**src/rtl/hazard_pkg.sv**
```systemverilog
// Shared types and helpers for the MIPS hazard unit and its mult/div tracker.
package hazard_pkg;

  // Mult/div tracker states.
  typedef enum logic [1:0] {
    MD_IDLE = 2'd0,
    MD_BUSY = 2'd1,
    MD_DONE = 2'd2
  } md_state_t;

  // Forwarding selects for the E-stage ALU operands.
  localparam logic [1:0] FWD_RF  = 2'b00;
  localparam logic [1:0] FWD_WB  = 2'b01;
  localparam logic [1:0] FWD_MEM = 2'b10;

  // Latency of the op issuing in E: div uses the long latency, mult the short one.
  function automatic int lat_sel(input logic div, input int mulLat, input int divLat);
    if (div) begin
      return divLat;
    end else begin
      return mulLat;
    end
  endfunction

endpackage

```
**src/rtl/md_busy_tracker.sv**
```systemverilog
// Mult/div occupancy tracker: IDLE -> BUSY -> DONE -> IDLE.
// A start in cycle t gives MdBusy high t+1..t+LAT and a one-cycle MdDone at t+LAT.
// Starts seen outside IDLE are ignored (the checker flags them).
module md_busy_tracker
  import hazard_pkg::*;
#(
  parameter int MUL_LAT = 4,
  parameter int DIV_LAT = 32
) (
  input  logic clk,
  input  logic reset,
  input  logic MdStartE,
  input  logic MdDivE,
  output logic MdBusy,
  output logic MdDone
);

  localparam int CW = $clog2(DIV_LAT);

  md_state_t       state_r;
  md_state_t       stateNext_s;
  logic [CW-1:0]   cnt_r;
  logic [CW-1:0]   cntNext_s;
  logic            mdBusy_r;
  logic            mdDone_r;

  // Next-state and countdown; the load value leaves two cycles for the BUSY->DONE->IDLE tail.
  always_comb begin
    stateNext_s = state_r;
    cntNext_s   = cnt_r;
    case (state_r)
      MD_IDLE: begin
        if (MdStartE) begin
          stateNext_s = MD_BUSY;
          cntNext_s   = CW'(lat_sel(MdDivE, MUL_LAT, DIV_LAT) - 2);
        end else begin
          stateNext_s = MD_IDLE;
        end
      end
      MD_BUSY: begin
        if (cnt_r == {CW{1'b0}}) begin
          stateNext_s = MD_DONE;
        end else begin
          cntNext_s = cnt_r - {{(CW-1){1'b0}}, 1'b1};
        end
      end
      MD_DONE: begin
        stateNext_s = MD_IDLE;
      end
      default: begin
        stateNext_s = MD_IDLE;
        cntNext_s   = {CW{1'b0}};
      end
    endcase
  end

  // State, counter and registered status flags; reset drops any in-flight result.
  always_ff @(posedge clk) begin
    if (reset) begin
      state_r  <= MD_IDLE;
      cnt_r    <= {CW{1'b0}};
      mdBusy_r <= 1'b0;
      mdDone_r <= 1'b0;
    end else begin
      state_r  <= stateNext_s;
      cnt_r    <= cntNext_s;
      mdBusy_r <= (stateNext_s != MD_IDLE);
      mdDone_r <= (stateNext_s == MD_DONE);
    end
  end

  assign MdBusy = mdBusy_r;
  assign MdDone = mdDone_r;

endmodule

```
**src/rtl/md_busy_tracker_chk.sv**
```systemverilog
// Protocol checker for the mult/div tracker: a new mult/div must never reach E
// while the previous one still owns HI/LO (D should have been stalled).
module md_busy_tracker_chk (
  input logic clk,
  input logic reset,
  input logic MdStartE,
  input logic MdBusy
);

  // A mult/div issue while the tracker is busy means the stall logic was bypassed.
  mdStartWhileBusy: assert property (@(posedge clk) disable iff (reset) !(MdStartE && MdBusy));

endmodule

```
**src/rtl/hazard_sb_unit.sv**
```systemverilog
// Hazard unit for the 5-stage MIPS pipeline: RAW forwarding, load-use/branch
// stalls, mult/div structural and HI/LO stalls, and D flush on taken control flow.
// Optional statistics counters are built when HAZ_STATS_EN is defined.
module hazard_sb_unit
  import hazard_pkg::*;
#(
  parameter int REG_W   = 5,
  parameter int MUL_LAT = 4,
  parameter int DIV_LAT = 32,
  parameter int CNT_W   = 16
) (
  input  logic             clk,
  input  logic             reset,
  input  logic [REG_W-1:0] RsD,
  input  logic [REG_W-1:0] RtD,
  input  logic [REG_W-1:0] RsE,
  input  logic [REG_W-1:0] RtE,
  input  logic [REG_W-1:0] WriteRegE,
  input  logic [REG_W-1:0] WriteRegM,
  input  logic [REG_W-1:0] WriteRegW,
  input  logic             RegWriteE,
  input  logic             RegWriteM,
  input  logic             RegWriteW,
  input  logic             MemtoRegE,
  input  logic             MemtoRegM,
  input  logic             BranchD,
  input  logic             BranchTakenD,
  input  logic             JumpD,
  input  logic             MdStartD,
  input  logic             MdStartE,
  input  logic             MdDivE,
  input  logic             MfHiLoD,
  output logic             StallF,
  output logic             StallD,
  output logic             FlushD,
  output logic             FlushE,
  output logic             ForwardAD,
  output logic             ForwardBD,
  output logic [1:0]       ForwardAE,
  output logic [1:0]       ForwardBE,
  output logic             MdBusy,
  output logic             MdDone,
  output logic [CNT_W-1:0] StallCnt,
  output logic [CNT_W-1:0] FlushCnt
);

  localparam logic [REG_W-1:0] REG_ZERO = {REG_W{1'b0}};

  logic lwStall_s;
  logic brStallE_s;
  logic brStallM_s;
  logic brStall_s;
  logic mdStall_s;
  logic stall_s;

  // D-stage branch compare operands can only come from M.
  assign ForwardAD = (RsD != REG_ZERO) && (RsD == WriteRegM) && RegWriteM;
  assign ForwardBD = (RtD != REG_ZERO) && (RtD == WriteRegM) && RegWriteM;

  // E-stage operand A forwarding, M result has priority over W.
  always_comb begin
    if ((RsE != REG_ZERO) && (RsE == WriteRegM) && RegWriteM) begin
      ForwardAE = FWD_MEM;
    end else if ((RsE != REG_ZERO) && (RsE == WriteRegW) && RegWriteW) begin
      ForwardAE = FWD_WB;
    end else begin
      ForwardAE = FWD_RF;
    end
  end

  // E-stage operand B forwarding, M result has priority over W.
  always_comb begin
    if ((RtE != REG_ZERO) && (RtE == WriteRegM) && RegWriteM) begin
      ForwardBE = FWD_MEM;
    end else if ((RtE != REG_ZERO) && (RtE == WriteRegW) && RegWriteW) begin
      ForwardBE = FWD_WB;
    end else begin
      ForwardBE = FWD_RF;
    end
  end

  assign lwStall_s  = MemtoRegE && (RtE != REG_ZERO) && ((RsD == RtE) || (RtD == RtE));
  assign brStallE_s = RegWriteE && (WriteRegE != REG_ZERO) &&
                      ((WriteRegE == RsD) || (WriteRegE == RtD));
  assign brStallM_s = MemtoRegM && (WriteRegM != REG_ZERO) &&
                      ((WriteRegM == RsD) || (WriteRegM == RtD));
  assign brStall_s  = BranchD && (brStallE_s || brStallM_s);
  // A mult/div issuing this cycle blocks D just like one already in flight.
  assign mdStall_s  = (MfHiLoD || MdStartD) && (MdBusy || MdStartE);
  assign stall_s    = lwStall_s || brStall_s || mdStall_s;

  assign StallF = stall_s;
  assign StallD = stall_s;
  assign FlushE = stall_s;
  // A stalled D must keep its instruction, so the redirect flush waits for the stall to clear.
  assign FlushD = (JumpD || BranchTakenD) && !stall_s;

  md_busy_tracker #(
    .MUL_LAT (MUL_LAT),
    .DIV_LAT (DIV_LAT)
  ) uTracker (
    .clk      (clk),
    .reset    (reset),
    .MdStartE (MdStartE),
    .MdDivE   (MdDivE),
    .MdBusy   (MdBusy),
    .MdDone   (MdDone)
  );

  md_busy_tracker_chk uTrackerChk (
    .clk      (clk),
    .reset    (reset),
    .MdStartE (MdStartE),
    .MdBusy   (MdBusy)
  );

`ifdef HAZ_STATS_EN
  logic [CNT_W-1:0] stallCnt_r;
  logic [CNT_W-1:0] flushCnt_r;

  // Saturating counts of stall cycles and D-flush cycles.
  always_ff @(posedge clk) begin
    if (reset) begin
      stallCnt_r <= {CNT_W{1'b0}};
      flushCnt_r <= {CNT_W{1'b0}};
    end else begin
      if (stall_s && (stallCnt_r != {CNT_W{1'b1}})) begin
        stallCnt_r <= stallCnt_r + {{(CNT_W-1){1'b0}}, 1'b1};
      end
      if (FlushD && (flushCnt_r != {CNT_W{1'b1}})) begin
        flushCnt_r <= flushCnt_r + {{(CNT_W-1){1'b0}}, 1'b1};
      end
    end
  end

  assign StallCnt = stallCnt_r;
  assign FlushCnt = flushCnt_r;
`else
  assign StallCnt = {CNT_W{1'b0}};
  assign FlushCnt = {CNT_W{1'b0}};
`endif

endmodule
```
**config.mk**
```make
export PLATFORM = sky130hd
export DESIGN_NAME = hazard_sb_unit
export DESIGN_NICKNAME = d
export VERILOG_FILES = /design/src/rtl/hazard_pkg.sv /design/src/rtl/md_busy_tracker.sv /design/src/rtl/md_busy_tracker_chk.sv /design/src/rtl/hazard_sb_unit.sv
export SDC_FILE = /design/constraint.sdc
export NUM_CORES = 1
export LEC_CHECK = 0
export CAP_MARGIN = 20
export CORE_UTILIZATION = 35
export CTS_CLUSTER_SIZE = 12
export DETAILED_ROUTE_END_ITERATION = 16
export PLACE_DENSITY = 0.78
export SYNTH_ARGS = -nofsm -noshare
export SYNTH_HDL_FRONTEND = slang
export SYNTH_SLANG_ARGS = --single-unit
export TNS_END_PERCENT = 10
```
**constraint.sdc**
```tcl
create_clock -name clk -period 5.3 [get_ports clk]
set_clock_uncertainty 0.05 [all_clocks]
set_input_delay 0.53 -clock clk [delete_from_list [all_inputs] [get_ports clk]]
set_output_delay 0.53 -clock clk [all_outputs]
set_load 0.02 [all_outputs]
```
==> results of run 1 <==
-- logic make-up (layout without fill, tap and decap cells) --
logic type | after synthesis | after routing | share of synthesized area (%)
AOI/OAI and AO/OA | 23 | 23 | 10.4
xor gates and xnor gates | 50 | 50 | 30.2
adders and majority gates | 1 | 1 | 0.863
buffers and inverters | 49 | 66 | 23.7
DFF | 9 | 9 | 12.4
muxes | 1 | 1 | 0.691
other | 1 | 32 | 0.259
and+or+nand+nor | 57 | 57 | 21.4
-- cells in the final DEF (no fill, tap or decap), types with 3 or more instances in the layout --
cell type	count
clkbuf_8	3
xor2_1	24
nand2_1	4
o21ai_0	5
nor4_1	4
nor2_1	12
dfxtp_1	9
nor3_1	12
or2_2	3
clkdlybuf4s50_1	60
nand3_1	4
a21oi_1	8
nand4_1	4
conb_1	32
xnor2_1	26
or4_1	5
-- tightest hold or removal path: cells and delay by family (launching register included) --
kind	cells	cell delay, ps
DFF	1	320
and+or+nand+nor	1	60
AOI/OAI and AO/OA	1	50
-- metrics by stage --
stage	std cells	instance area, um^2	hold WS [ps]	total power (W)	util, %
2_1_floorplan	222	1570	391	0.000225	-
3_3_place_gp	285	1890	412	0.000269	47.3
3_5_place_dp	285	1890	420	0.000272	47.3
4_1_cts	289	1940	426	0.000353	48.5
5_1_grt	289	1940	478	0.000375	48.5
6_report	289	1940	425	0.000350	48.5
-- flip-flops by register name, summed over array words and instances, names as in the netlist --
register	cells
uTracker.MdDone	1
uTracker.cnt_r	5
uTracker.MdBusy	1
uTracker.state_r	2
-- layout make-up --
cell class                 count  area [um^2]  share of cell area (%)
tap                           50         62.6                    3.23
clock buffer                   4         45.0                    2.32
timing repair buffer          60          601                    31.0
multi-input combinational    164         1040                    53.8
inverter                       2         7.51                   0.387
sequential                     9          180                    9.30
-- report_power, final --
| group | leakage (nW) | internal [W] | total (W) | switching (W) |
|---|---|---|---|---|
| logic | 0.635 | 0.0000898 | 0.000185 | 0.0000950 |
| clock network | 0.0228 | 0.0000524 | 0.0000797 | 0.0000273 |
| registers | 0.0741 | 0.0000772 | 0.0000855 | 0.00000825 |
| total | 0.732 | 0.000219 | 0.000350 | 0.000131 |
-- worst max path at each step --
stage | start | endpoint | slack (ps) | cells after the start
after floorplan | RtE[1] | ForwardBE[0] | 2530 | 5
after global placement | WriteRegM[1] | StallF | 1890 | 6
after detailed placement | WriteRegM[1] | FlushE | 1850 | 6
after CTS | WriteRegM[1] | FlushE | 1850 | 6
after global routing | RtE[0] | FlushD | 1680 | 6
final | WriteRegM[1] | FlushE | 1880 | 6
-- layer usage --
metal	global-route usage [%]	up-vias	wire length [um]
met5	0	-	0
met4	3.46	0	50
met3	1.72	5	263
met2	28.8	60	1630
met1	19.7	580	1460
li1	-	672	-
==> flow_summary_export.csv, run 1 <==
group,metric,value,unit
sta,grt_setup_unrepaired,"false",
drt,wl_per_cell,11.8,um
clock_tree,clkTransAtPathRegs,40,ps
sta,fin_crit_sh,64.5,%
synthesis,synth_area_leaders,"buf_4 (18%), xnor2_1 (16%), xor2_1 (15%), dfxtp_1 (12%), nor3_1 (4.1%)",
critical_path,rr_endpoint,"uTracker.MdBusy",
final_layout,diodes,0,
hold_path,hp-start,"uTracker.cnt_r[1]",
clock_tree,ctsHoldBuffers,0,
clock_tree,cts_max_level,1,
synthesis,yosys_register_bits,9,
critical_path,worst_r2r_path_depth,7,
synthesis,synth_flop_cell,"dfxtp_1",
floorplanning,core_area,0.00400,mm^2
synthesis,synth.most_common_cell,"buf_4",
critical_path,arrival,2840,ps
floorplanning,die_w,66.3,um
hold_path,hp-class,"reg -> reg",
global_route,antenna_found_initial,0,
sta,fin_ws,1880,ps
sta,final.min_clock_period,3420,ps
sta,max_freq,292,MHz
sta,maxSlewViolCount,0,
synthesis,yosys.cell_types.count,35,
global_route,gr-total-overflow,0,
critical_path,timing.rr.start,"uTracker.cnt_r[0]",
global_route,grt_max_degree,9,
placement,gp_congestion,0.876,
synthesis,syn_inst,191,
synthesis,synth-edff-count,0,
synthesis,synth_top_area_cell,"buf_4",
floorplanning,ioPinCount,93,
floorplanning,die_area,0.00440,mm^2
clock_tree,post_cts_resized,0,
placement,dpl_worst_slack,1850,ps
critical_path,crit_buf_inv,2,
placement,post-dp-hpwl,2850,um
sta,fin_setup_tns,0,ps
final_layout,syn2layout_area_growth,33.8,%
synthesis,async_reset_ff_share,0,%
critical_path,crit_type,"in -> out",
critical_path,crit_chain,"clkdlybuf4s50_1 > or4_4 > o211ai_2 > a21oi_1 > or3_1 > clkdlybuf4s50_1",
critical_path,cp-end-kind,"output pin",
clock_tree,clkSinkCount,9,
placement,io_buffers,60,
clock_tree,cts_root_buf,"clkbuf_8",
synthesis,synth_commonest_cells,"buf_4 (34), xnor2_1 (26), xor2_1 (24)",
floorplanning,initial_core_util,36.2,%
synthesis,synth-seq-area-share,12.4,%
drt,detail_route.vias_per_cell,4.56,
drt,drt_iter0_drc,58,
clock_tree,clk_latency,230,ps
global_route,grt_pass1_wl,5510,um
global_route,grt_pass1_vias,1254,
hold_path,hold_depth,2,
hold_path,holdPathEnd,"uTracker.cnt_r[1]",
run,drv_cap,0,
clock_tree,cts_tree,"yes",
critical_path,path_common_cell,"clkdlybuf4s50_1",
synthesis,yosysWarnings,0,
pwr,leakage,0.732,nW
floorplanning,rows,23,
drt,wirelength,3410,um
critical_path,crit_fanout,5,
critical_path,worstPathRequired,4720,ps
synthesis,syn_area,0.00145,mm^2
run_status,run_status,"completed",
final_layout,layout-drive-gt1-share,3.77,%
clock_tree,cts.path.max_buffers,2,
clock_tree,postCtsSetupBuffers,0,
synthesis,avgSynthCellArea,7.59,um^2
sta,report.final.setup_viol,0,
synthesis,synth_top_area_share,17.6,%
clock_tree,numCtsBuffers,3,
pwr,p_per_area,181,mW/mm^2
final_layout,nFillCells,404,
critical_path,cpMaxStageDelayCell,"or4_4",
floorplanning,die_h,66.3,um
sta,hold_viol,0,
drt,drtPass1Iterations,4,
critical_path,startpoint_type,"primary input",
drt,ant_nets,0,
final_layout,layout.nets,290,
drt,vias,1317,
critical_path,slowest_delay,580,ps
global_route,grt.total_usage,15.8,%
critical_path,cp_top_family,"buffers and inverters",
pwr,peakVddDrop,0.171,mV
drt,remaining_drc_errors,0,
critical_path,r2r_slack,3670,ps
No activity file was read; power rests on OpenSTA's default activity.
==> run 2: changes to the inputs <==
==> constraint.sdc (replaced) <==
create_clock -name clk -period 3.4 [get_ports clk]
set_clock_uncertainty 0.05 [all_clocks]
set_input_delay 0.34 -clock clk [delete_from_list [all_inputs] [get_ports clk]]
set_output_delay 0.34 -clock clk [all_outputs]
set_load 0.02 [all_outputs]
==> run 2 against run 1 <==
Net effect:
- routed wire length is 0.18% lower
- global-route usage is 0.15 points higher
- die area did not move
- clock-buffer cell count is the same
==> flow_summary_export.csv, run 2 (synthesis results as in run 1) <==
group,metric,value,unit
run_status,run_status,"completed",
final_layout,layout.cells.non_filler,292,
placement,io_buffers,60,
placement,place_inst,288,
floorplanning,core_area,0.00400,mm^2
pwr,p_int,0.000344,W
clock_tree,post_cts_resized,0,
final_layout,stdcell_area,0.00196,mm^2
sta,maxSlewViolCount,0,
floorplanning,die_w,66.3,um
global_route,antenna_found_initial,0,
final_layout,largest_reg_flops,5,
critical_path,worstPathRequired,3010,ps
sta,fin_ws,368,ps
global_route,grtUsageMet3,3.10,%
drt,detail_route.vias_per_cell,4.57,
final_layout,layout-drive-gt1-share,4.96,%
critical_path,cp-end-kind,"output pin",
placement,place_area,0.00192,mm^2
pwr,peakVddDrop,0.276,mV
clock_tree,ctsHoldBuffers,0,
final_layout,layout_commonest_cell,"clkdlybuf4s50_1",
sta,max_freq,330,MHz
floorplanning,ioPinCount,93,
run,drv_cap,0,
final_layout,layout.nets,293,
final_layout,largestRegisters,"uTracker.cnt_r: 5 flops, uTracker.state_r: 2 flops",
pwr,seqPwrFrac,24.3,%
clock_tree,postCtsSetupBuffers,0,
pwr,leakage,0.747,nW
clock_tree,cts_tree,"yes",
critical_path,arrival,2640,ps
critical_path,crit_fanout,5,
sta,final.min_clock_period,3030,ps
global_route,grt_pass1_vias,1281,
placement,gp_congestion,0.851,
global_route,busiest_layer,"met2",
global_route,grtUsageMet2,29.2,%
floorplanning,die_area,0.00440,mm^2
sta,report.final.setup_viol,0,
global_route,grt_max_degree,9,
final_layout,diodes,0,
drt,drtPass1Iterations,4,
drt,wl_per_cell,11.7,um
drt,vias,1335,
global_route,gr-total-overflow,0,
pwr,power.switching,0.000203,W
critical_path,crit_type,"in -> out",
clock_tree,clk_latency,230,ps
pwr,combinationalPowerShare,53.5,%
final_layout,top_register,"uTracker.cnt_r",
global_route,grt_pass1_wl,5600,um
drt,wirelength,3400,um
pwr,p_per_area,279,mW/mm^2
final_layout,syn2layout_area_growth,35.3,%
floorplanning,die_h,66.3,um
global_route,grt.total_usage,16.0,%
sta,fin_crit_sh,89.2,%
clock_tree,clkTransAtPathRegs,40,ps
sta,hold_viol,0,
sta,whs,418,ps
clock_tree,cts_max_level,1,
sta,fin_setup_tns,0,ps
clock_tree,numCtsBuffers,3,
global_route,grt_util_met1,19.1,%
hold_path,hp-class,"reg -> reg",
placement,dpl_worst_slack,356,ps
placement,post-dp-hpwl,2890,um
floorplanning,initial_core_util,36.2,%
clock_tree,cts.path.max_buffers,2,
drt,remaining_drc_errors,0,
pwr,clock_power_share,22.3,%
floorplanning,rows,23,
pwr,netSwitchingFraction,37.1,%
sta,grt_setup_unrepaired,"false",
critical_path,startpoint_type,"primary input",
clock_tree,cts_root_buf,"clkbuf_8",
final_layout,layout_common_cells,"clkdlybuf4s50_1 (60), conb_1 (32), xnor2_1 (26)",
drt,drt_iter0_drc,85,
clock_tree,clkSinkCount,9,
drt,ant_nets,0,
-- run 2: cell count changes in the layout (fill, tap and decap cells not counted), sizes merged --
cell  delta
buf      +3
-- run 2: per-stage QoR --
stage / util [%] / total power (W)
3_3_place_gp: 47.9 / 0.000422
6_report: 49.0 / 0.000547
2_1_floorplan: - / 0.000350
3_5_place_dp: 47.9 / 0.000427
5_1_grt: 49.0 / 0.000586
4_1_cts: 49.0 / 0.000551
-- run 2: power groups by stage --
| stage | sequential (W) | combinational, W | clock, W |
|---|---|---|---|
| detailed placement | 0.000135 | 0.000292 | 0 |
| CTS | 0.000133 | 0.000294 | 0.000124 |
| floorplan | 0.000133 | 0.000217 | 0 |
| finish | 0.000133 | 0.000293 | 0.000122 |
| global route | 0.000135 | 0.000322 | 0.000128 |
| global placement | 0.000134 | 0.000288 | 0 |
-- run 2: routing by layer --
metal | vias to the layer above | wire length [um]
met5 | - | 0
met4 | 0 | 42
met3 | 5 | 297
met2 | 57 | 1610
met1 | 587 | 1460
li1 | 686 | -
-- run 2: path summary, 6_finish.rpt --
check	to	slack (ps)	depth (start not counted)	from
worst max-delay path	StallF	370	6	WriteRegM[1]
worst min-delay path	uTracker.cnt_r[1]	420	2	uTracker.cnt_r[1]
worst max register to register	uTracker.MdBusy	1740	7	uTracker.cnt_r[0]
worst min register to register	uTracker.cnt_r[1]	420	2	uTracker.cnt_r[1]
-- run 2: worst max-delay path: stages --
cell,delay (ps)
clkdlybuf4s50_1,540
or4_4,580
o211ai_2,140
a21oi_1,80
or3_1,410
clkdlybuf4s50_1,550
-- run 2: cell type report --
cell class                      count  area [um^2]
Inverter                            2         7.51
Multi-Input combinational cell    164         1040
Timing Repair Buffer               63          623
Fill cell                         402         2040
Clock buffer                        4         45.0
Sequential cell                     9          180
Tap cell                           50         62.6
